File: src/rtl/instr_fifo.sv
// Instruction FIFO: three independent lanes (32/32/16 bits) that together
// hold 80-bit instructions. Each lane is pushed on its own, while the consumer
// pops all three lanes together. Reads are first-word-fall-through.

// One storage lane. It has its own pointers and occupancy count.
module instr_fifo_lane #(
  parameter int DATA_W     = 32,
  parameter int FIFO_DEPTH = 32
) (
  input  logic              clk,
  input  logic              rst,
  input  logic              push,
  input  logic              pop,
  input  logic [DATA_W-1:0] wdata,
  output logic [DATA_W-1:0] rdata,
  output logic              lane_empty,
  output logic              lane_full
);

  localparam int PTR_W = $clog2(FIFO_DEPTH);
  localparam int CNT_W = PTR_W + 1;

  logic [DATA_W-1:0] mem [FIFO_DEPTH];
  logic [PTR_W-1:0]  wr_ptr;
  logic [PTR_W-1:0]  rd_ptr;
  logic [CNT_W-1:0]  count;
  logic              push_ok;

  // A full lane can still take a write when a pop frees the head slot in the
  // same cycle. Writes are ignored while reset is held.
  always_comb begin
    lane_empty = (count == '0);
    lane_full  = (count == CNT_W'(FIFO_DEPTH));
    push_ok    = push && !rst && (!lane_full || pop);
    rdata      = mem[rd_ptr];
  end

  // Storage array. It is left out of reset on purpose: the output mask in the
  // top level hides stale contents.
  always_ff @(posedge clk) begin
    if (push_ok) begin
      mem[wr_ptr] <= wdata;
    end
  end

  // Pointers and occupancy. The pointers wrap through natural overflow.
  always_ff @(posedge clk or posedge rst) begin
    if (rst) begin
      wr_ptr <= '0;
      rd_ptr <= '0;
      count  <= '0;
    end else begin
      if (push_ok) begin
        wr_ptr <= wr_ptr + PTR_W'(1);
      end
      if (pop) begin
        rd_ptr <= rd_ptr + PTR_W'(1);
      end
      case ({push_ok, pop})
        2'b10:   count <= count + CNT_W'(1);
        2'b01:   count <= count - CNT_W'(1);
        default: count <= count;
      endcase
    end
  end

endmodule

// Top level. It joins the three lanes into one instruction stream.
module instr_fifo #(
  parameter int FIFO_DEPTH = 32
) (
  input  logic        clk,
  input  logic        rst,
  input  logic [31:0] lower_word,
  input  logic [31:0] middle_word,
  input  logic [15:0] upper_word,
  input  logic [2:0]  write_en,
  input  logic        next_en,
  output logic [79:0] instr_out,
  output logic        empty,
  output logic        full
);

  logic [31:0] lower_q;
  logic [31:0] middle_q;
  logic [15:0] upper_q;
  logic [2:0]  lane_empty;
  logic [2:0]  lane_full;
  logic        pop;

  instr_fifo_lane #(.DATA_W(32), .FIFO_DEPTH(FIFO_DEPTH)) u_lower (
    .clk        (clk),
    .rst        (rst),
    .push       (write_en[0]),
    .pop        (pop),
    .wdata      (lower_word),
    .rdata      (lower_q),
    .lane_empty (lane_empty[0]),
    .lane_full  (lane_full[0])
  );

  instr_fifo_lane #(.DATA_W(32), .FIFO_DEPTH(FIFO_DEPTH)) u_middle (
    .clk        (clk),
    .rst        (rst),
    .push       (write_en[1]),
    .pop        (pop),
    .wdata      (middle_word),
    .rdata      (middle_q),
    .lane_empty (lane_empty[1]),
    .lane_full  (lane_full[1])
  );

  instr_fifo_lane #(.DATA_W(16), .FIFO_DEPTH(FIFO_DEPTH)) u_upper (
    .clk        (clk),
    .rst        (rst),
    .push       (write_en[2]),
    .pop        (pop),
    .wdata      (upper_word),
    .rdata      (upper_q),
    .lane_empty (lane_empty[2]),
    .lane_full  (lane_full[2])
  );

  // An instruction is complete only when every lane holds data. A pop is
  // honoured only then, so no lane can underflow. The head is masked to zero
  // while the FIFO is empty.
  always_comb begin
    empty     = |lane_empty;
    full      = |lane_full;
    pop       = next_en && !empty && !rst;
    instr_out = empty ? '0 : {upper_q, middle_q, lower_q};
  end

endmodule

File: config.mk
export PLATFORM = sky130hd
export DESIGN_NAME = instr_fifo
export DESIGN_NICKNAME = d
export VERILOG_FILES = /design/src/rtl/instr_fifo.sv
export SDC_FILE = /design/constraint.sdc
export NUM_CORES = 2
export LEC_CHECK = 0
export ABC_AREA = 1
export CAP_MARGIN = 0
export CORE_MARGIN = 2
export CORE_UTILIZATION = 40
export DETAILED_ROUTE_END_ITERATION = 8
export PLACE_DENSITY = 0.53
export SYNTH_ARGS = -nofsm -noshare
export SYNTH_HDL_FRONTEND = slang
export SYNTH_SLANG_ARGS = --single-unit
File: constraint.sdc
create_clock -name clk -period 4.28 [get_ports clk]
set_input_delay 1.07 -clock clk [delete_from_list [all_inputs] [get_ports clk]]
set_output_delay 1.07 -clock clk [all_outputs]
set_load 0.05 [all_outputs]
# After elaboration in Yosys (flattened, before gate mapping)
# Memories as Yosys holds them, arrays and structs flattened.
# Index checks and enable logic that the tools add are counted.
totals:
  regBits: 48
  ram_bits: 2560
  inputBits: 86
  elab_cells: 67
  mem_count: 3
mem_list:
  columns: ["name", "words", "word_bits", "read_ports", "rd_ports_with_merged_regs", "wr", "line", "source"]
  rows:
  - ["u_lower.mem", 32, 32, 1, 0, 1, "23", "logic [DATA_W-1:0] mem [FIFO_DEPTH];"]
  - ["u_middle.mem", 32, 32, 1, 0, 1, "23", null]
  - ["u_upper.mem", 32, 16, 1, 0, 1, "23", null]
classes:
  addsub: 12
  eq_ne: 9
  n_mux: 10
  n_reduce_logical: 24
op_table:
  columns: ["operator", "count"]
  rows:
  - ["80-bit 2-to-1 mux", 1]
  - ["6-bit one-hot mux with 2 select lines", 3]
  - ["5-bit by 1-bit adder with 5-bit output (second input constant)", 6]
  - ["6-bit by 1-bit adder with 6-bit output (second input constant)", 3]
  - ["6-bit equality test (second input constant)", 3]
  - ["6-bit zero test", 3]
  - ["6-bit by 1-bit subtractor with 6-bit output (second input constant)", 3]
  - ["1-bit logical AND", 8]
  - ["2-bit by 1-bit equality test with 1-bit output (second input constant)", 3]
  - ["2-bit equality test (second input constant)", 3]
  - ["1-bit 2-to-1 mux", 6]
  - ["2-bit nonzero test", 3]
  - ["3-bit OR reduction", 2]
  - ["1-bit zero test", 5]
  - ["1-bit logical OR", 3]

# Depth between registers and ports, before layout
depth:
  word_depth: 9
  depth_mapped: 16

# Hierarchy
# A second synthesis with hierarchy kept.
hier_totals:
  cells_unflattened: 10589
  hier_area_um2: 111704.6
by_module_without_submodules:
  columns: ["module", "n_inst", "cells_each", "area_per_inst_um2", "seq_area_each_um2"]
  rows:
  - ["instr_fifo_lane at u_lower ...", 2, 4125, 44076.0, 31149.9]
  - ["instr_fifo_lane at u_upper", 1, 2162, 22818.1, 15775.1]
  - ["instr_fifo", 1, 177, 734.5, 0.0]

# Worst setup path before layout
# Ideal clock, no wire load.
synth_timing:
  path_type: "input port to flip-flop"
  from: "input next_en"
  to: "memory u_lower.mem[31][0] (enable)"
  arrival_time_ns: 3.989
  setup_slack_ns: -0.177
  cell_stages: 6
  path_buffers: 0
  cell_sequence: "inv_1 > nor2_2 > nand4_1 > nand2_1 > nand2_1 > nor3b_1"
synth_via:
  elab_chain_len: 6
synth_rtl:
  columns: ["element", "line", "source"]
  rows:
  - ["start: declaration", "79", "input logic next_en,"]
  - ["1-bit logical AND (2 in series)", "131", "pop = next_en && !empty && !rst;"]
  - ["1-bit logical OR", "34", "push_ok = push && !rst && (!lane_full || pop);"]
  - ["1-bit logical AND", "34", null]
  - ["1-bit 2-to-1 mux", "41", "if (push_ok) begin"]
  - ["1-bit 2-to-1 mux (implied by the code)", "42", "mem[wr_ptr] <= wdata;"]
  - ["end: declaration", "23", null]
# Every way passes these cells.

# Worst setup path in the final report
layout_timing:
  from: "register u_middle.rd_ptr[0]"
  to: "output instr_out[63]"
layout_via:
  elab_chain_len: 2
layout_rtl:
  columns: ["element", "line", "source"]
  rows:
  - ["start: declaration", "25", "logic [PTR_W-1:0] rd_ptr;"]
  - ["start signal: assignment", "57", "rd_ptr <= rd_ptr + PTR_W'(1);"]
  - ["memory read 32 x 32 bit", null, null]
  - ["80-bit 2-to-1 mux", "132", "instr_out = empty ? '0 : {upper_q, middle_q, lower_q};"]
  - ["end: declaration", "80", "output logic [79:0] instr_out,"]
# Every way passes these cells.

==> results_dict.tcl <==
set metrics [dict create \
    status "finished clean" \
    synth_fa_ha_area_share_pct 0.381 \
    dieArea_sq_mm 0.265 \
    core_area_sq_mm 0.260 \
    clkTransAtPathRegs_ns 0.06 \
    critPathMaxFanout 18 \
    holdPathStages 1 \
    htree_levels 5 \
    hold_ws_ns 0.536 \
    rsz0062_at_grt "yes" \
    yosys_register_bits 2608 \
    first_global_vias 66200 \
    gr-usage-all-layers_pct 23.3 \
    grt_pass1_wl_um 460000 \
    layout-area-overhead-vs-synth_pct 20.2 \
    gp_congestion 0.823 \
    powerDensity_mw_per_mm2 748 \
    grt_max_degree 96 \
    regArea_sq_mm 0.0781 \
    finClkSkew_ns 0.0766 \
    antenna_found_initial 7 \
    synthCells 8384 \
    met2_usage_pct 35.7 \
    drt_wl_total_um 322000 \
    max_freq_mhz 236 \
    synth_warnings 0 \
    synth_compound_area_share_pct 10.4 \
    met3_usage_pct 3.19 \
    finalPower_mw 94.0 \
    min_period_ns 4.23 \
    hold_buffers 0 \
    drt_first_iter_violations 8410 \
    cts_root_buf "clkbuf_16" \
    min_path_type "flip-flop to flip-flop" \
    setup_viol 0 \
    tightest_slew_ns 1.24 \
    final_max_slew_viol_count 0 \
    synth_area_sq_mm 0.105 \
    synth_top_family_by_area "simple AND/OR/NAND/NOR gates" \
    avgRoutedWirePerCell_um 25.9 \
    hpwl_um 172000 \
    numCtsBuffers 302 \
    crit_required_ns 3.21 \
    clock_latency_ns 0.94 \
    final_layout_size_suffix_gt1_share_pct 13.5 \
    ant_nets 0 \
    grt.met1_usage_pct 34.8 \
    hold_viol 0 \
    multi_input_area_sq_mm 0.0244 \
    synth_mux_area_share_pct 0 \
    hold-path-endpoint "u_middle.rd_ptr[3]" \
    placed_cells 11800 \
    place_area_sq_mm 0.114 \
    cts_num_sinks 2608 \
    std_cell_rows 187 \
    relSlewSlack_pct 17.0 \
    dr.pass1.iters 6 \
    timing.rr.start "u_middle.count[0]" \
    synth_xor_area_share_pct 0.251 \
    fillers 22700 \
    final_util_pct 48.4 \
    rrSetupSlack_ns 1.20 \
    ys_seq_area_share_pct 74.7 \
    grt_busiest_layer "met2" \
    vias 70200 \
    start_util_pct 40.2 \
    critPathCaptureType "output pin" \
    overflow 0 \
    yosysUniqueCellTypes 33 \
    cts_tree "built" \
    final.period_utilization_pct 98.9 \
    p_leak_nw 42.5 \
    die_h_um 515 \
    nNetsFinal 8907 \
    vias_per_cell 5.65 \
    synth_nets 8500 \
    clockBufferDepth 4 \
    start_kind "flip-flop" \
    cap_violations 0 \
    hp-start "u_middle.rd_ptr[3]" \
    io_pins 168 \
    worstPathArrival_ns 3.16 \
    reg2reg_to "u_lower.mem[10][14]" \
    die-width_um 515 \
    vdd_drop_max_v 0.00113 \
    postSynthAreaPerCell_sq_um 12.5 \
    fin_area_sq_mm 0.126 \
    rr_worst_depth 10 \
    path_class "flip-flop to output pin" \
    portBuffers 167 \
    synth-simple-area-share_pct 11.1 \
    drc 0 \
    fin_cells 12400 \
]
flip-flops by register name (all words and copies together) (netlist names), 6 cells and up:
name / count
u_middle.mem: 1024
u_middle.count: 6
u_upper.count: 6
u_lower.count: 6
u_lower.mem: 1024
u_upper.mem: 512
area by class of cell:
class | count | share of cell area [%]
sequential | 2608 | 62.2
multi-input combinational | 5041 | 19.4
timing repair buffer | 630 | 7.03
clock buffer | 383 | 6.36
tap | 3402 | 3.39
clock inverter | 134 | 0.913
inverter | 198 | 0.670
timing repair inverter | 10 | 0.0946
antenna | 5 | 0.00996
report_power, final:
group	internal (mW)	switching, mW	total, mW
registers	29.0	0.505	29.5
logic	13.9	26.3	40.2
clock network	14.2	10.1	24.3
total	57.2	36.9	94.0
stage by stage:
step                setup TNS, ns  setup slack (ns)
CTS                       -0.0329           -0.0300
floorplan                   -1.36           -0.0143
finish                          0            0.0451
global route               -0.900           -0.0947
detailed placement              0             0.139
global placement                0             0.131
cells by family after synthesis:
| group | count (synthesis) |
|---|---|
| compound gates | 1990 |
| buf+inv | 736 |
| simple gates | 2990 |
| fa+ha+maj | 30 |
| flops | 2608 |
| xor+xnor | 30 |
repair_timing:
| item | 4_1_cts | 5_1_grt |
|---|---|---|
| endpoints found under the hold margin | 0 | 0 |
| gates resized for setup | 186 | 142 |
| pin swaps | 8 | 18 |
| setup buffers | 26 | 14 |
| cloned | 27 | 22 |
| endpoints found under the setup margin | 80 | 77 |
per-layer routing:
layer	part of all wire, %	wire (um)
met3	8.1	25900
met5	0.0031	10
met4	2.6	8380
met2	45	146000
met1	44	141000
how the worst max path moves through the flow:
| stage | end | start | cells past startpoint |
|---|---|---|---|
| finish | instr_out[63] | u_middle.rd_ptr[0] | 11 |
| global route | instr_out[39] | u_middle.rd_ptr[0] | 13 |
| CTS | instr_out[5] | u_lower.rd_ptr[0] | 11 |
| detailed placement | u_lower.mem[10][15] | next_en | 11 |
| global placement | u_lower.mem[10][1] | next_en | 11 |
| floorplan | u_middle.mem[3][0] | next_en | 6 |
cell usage in the layout, fill, tap and decap left out, types with 8 or more instances in the layout:
cell type / Yosys / layout
nor2_2: 1 / 69
buf_12: 0 / 192
inv_1: 193 / 182
edfxtp_1: 2560 / 2560
xor2_1: 28 / 28
buf_16: 0 / 43
a21oi_2: 0 / 11
ha_1: 27 / 27
nand4_1: 12 / 12
dfrtp_1: 48 / 37
clkdlybuf4s50_1: 0 / 70
clkbuf_1: 295 / 74
buf_6: 23 / 19
o21ai_0: 1240 / 1224
nand3_1: 262 / 253
o22ai_1: 326 / 321
dfrtp_4: 0 / 8
nand2_2: 0 / 14
clkinv_1: 0 / 55
inv_6: 0 / 8
bufbuf_16: 0 / 10
o211ai_1: 202 / 202
o21ai_1: 125 / 141
buf_2: 126 / 15
clkinv_2: 0 / 43
nand3_2: 0 / 9
nor2_1: 1966 / 1789
nor2_4: 0 / 109
clkinvlp_4: 0 / 9
a21oi_1: 91 / 79
bufinv_16: 0 / 18
nand2_1: 736 / 722
buf_4: 46 / 254
clkbuf_16: 0 / 326
synth_stat cells:
cell type / count / area [sq um]
edfxtp_1: 2560 / 76900
nor2_1: 1966 / 7380
o21ai_0: 1240 / 6210
nand2_1: 736 / 2760
o22ai_1: 326 / 2040
clkbuf_1: 295 / 1110
nand3_1: 262 / 1310
o211ai_1: 202 / 1520
inv_1: 193 / 724
buf_2: 126 / 631
o21ai_1: 125 / 626
a21oi_1: 91 / 455
dfrtp_1: 48 / 1200
buf_1: 46 / 173
buf_4: 46 / 345
xor2_1: 28 / 245
ha_1: 27 / 338
buf_6: 23 / 259
nand4_1: 12 / 75.1
nor3_1: 7 / 35.0
inv_2: 4 / 15.0
or2_2: 4 / 25.0
fa_1: 3 / 60.1
o31ai_1: 3 / 22.5
o21a_1: 2 / 15.0
xnor2_1: 2 / 17.5
a31oi_1: 1 / 6.26
and3_1: 1 / 6.26
buf_8: 1 / 15.0
clkbuf_2: 1 / 5.00
inv_4: 1 / 6.26
nor2_2: 1 / 6.26
nor3b_1: 1 / 7.51
worst max-delay path: stages, from the launching register on:
cell and delay [ns]:
dfrtp_4 0.44, buf_8 0.19, buf_16 0.19, buf_16 0.17
o21ai_0 0.10, o211ai_1 0.31, nand3_1 0.14, nand2_2 0.16
nand2_1 0.07, nor2_1 0.13, buf_4 0.18, buf_12 0.14
No activity file was read; power rests on OpenSTA's default activity.
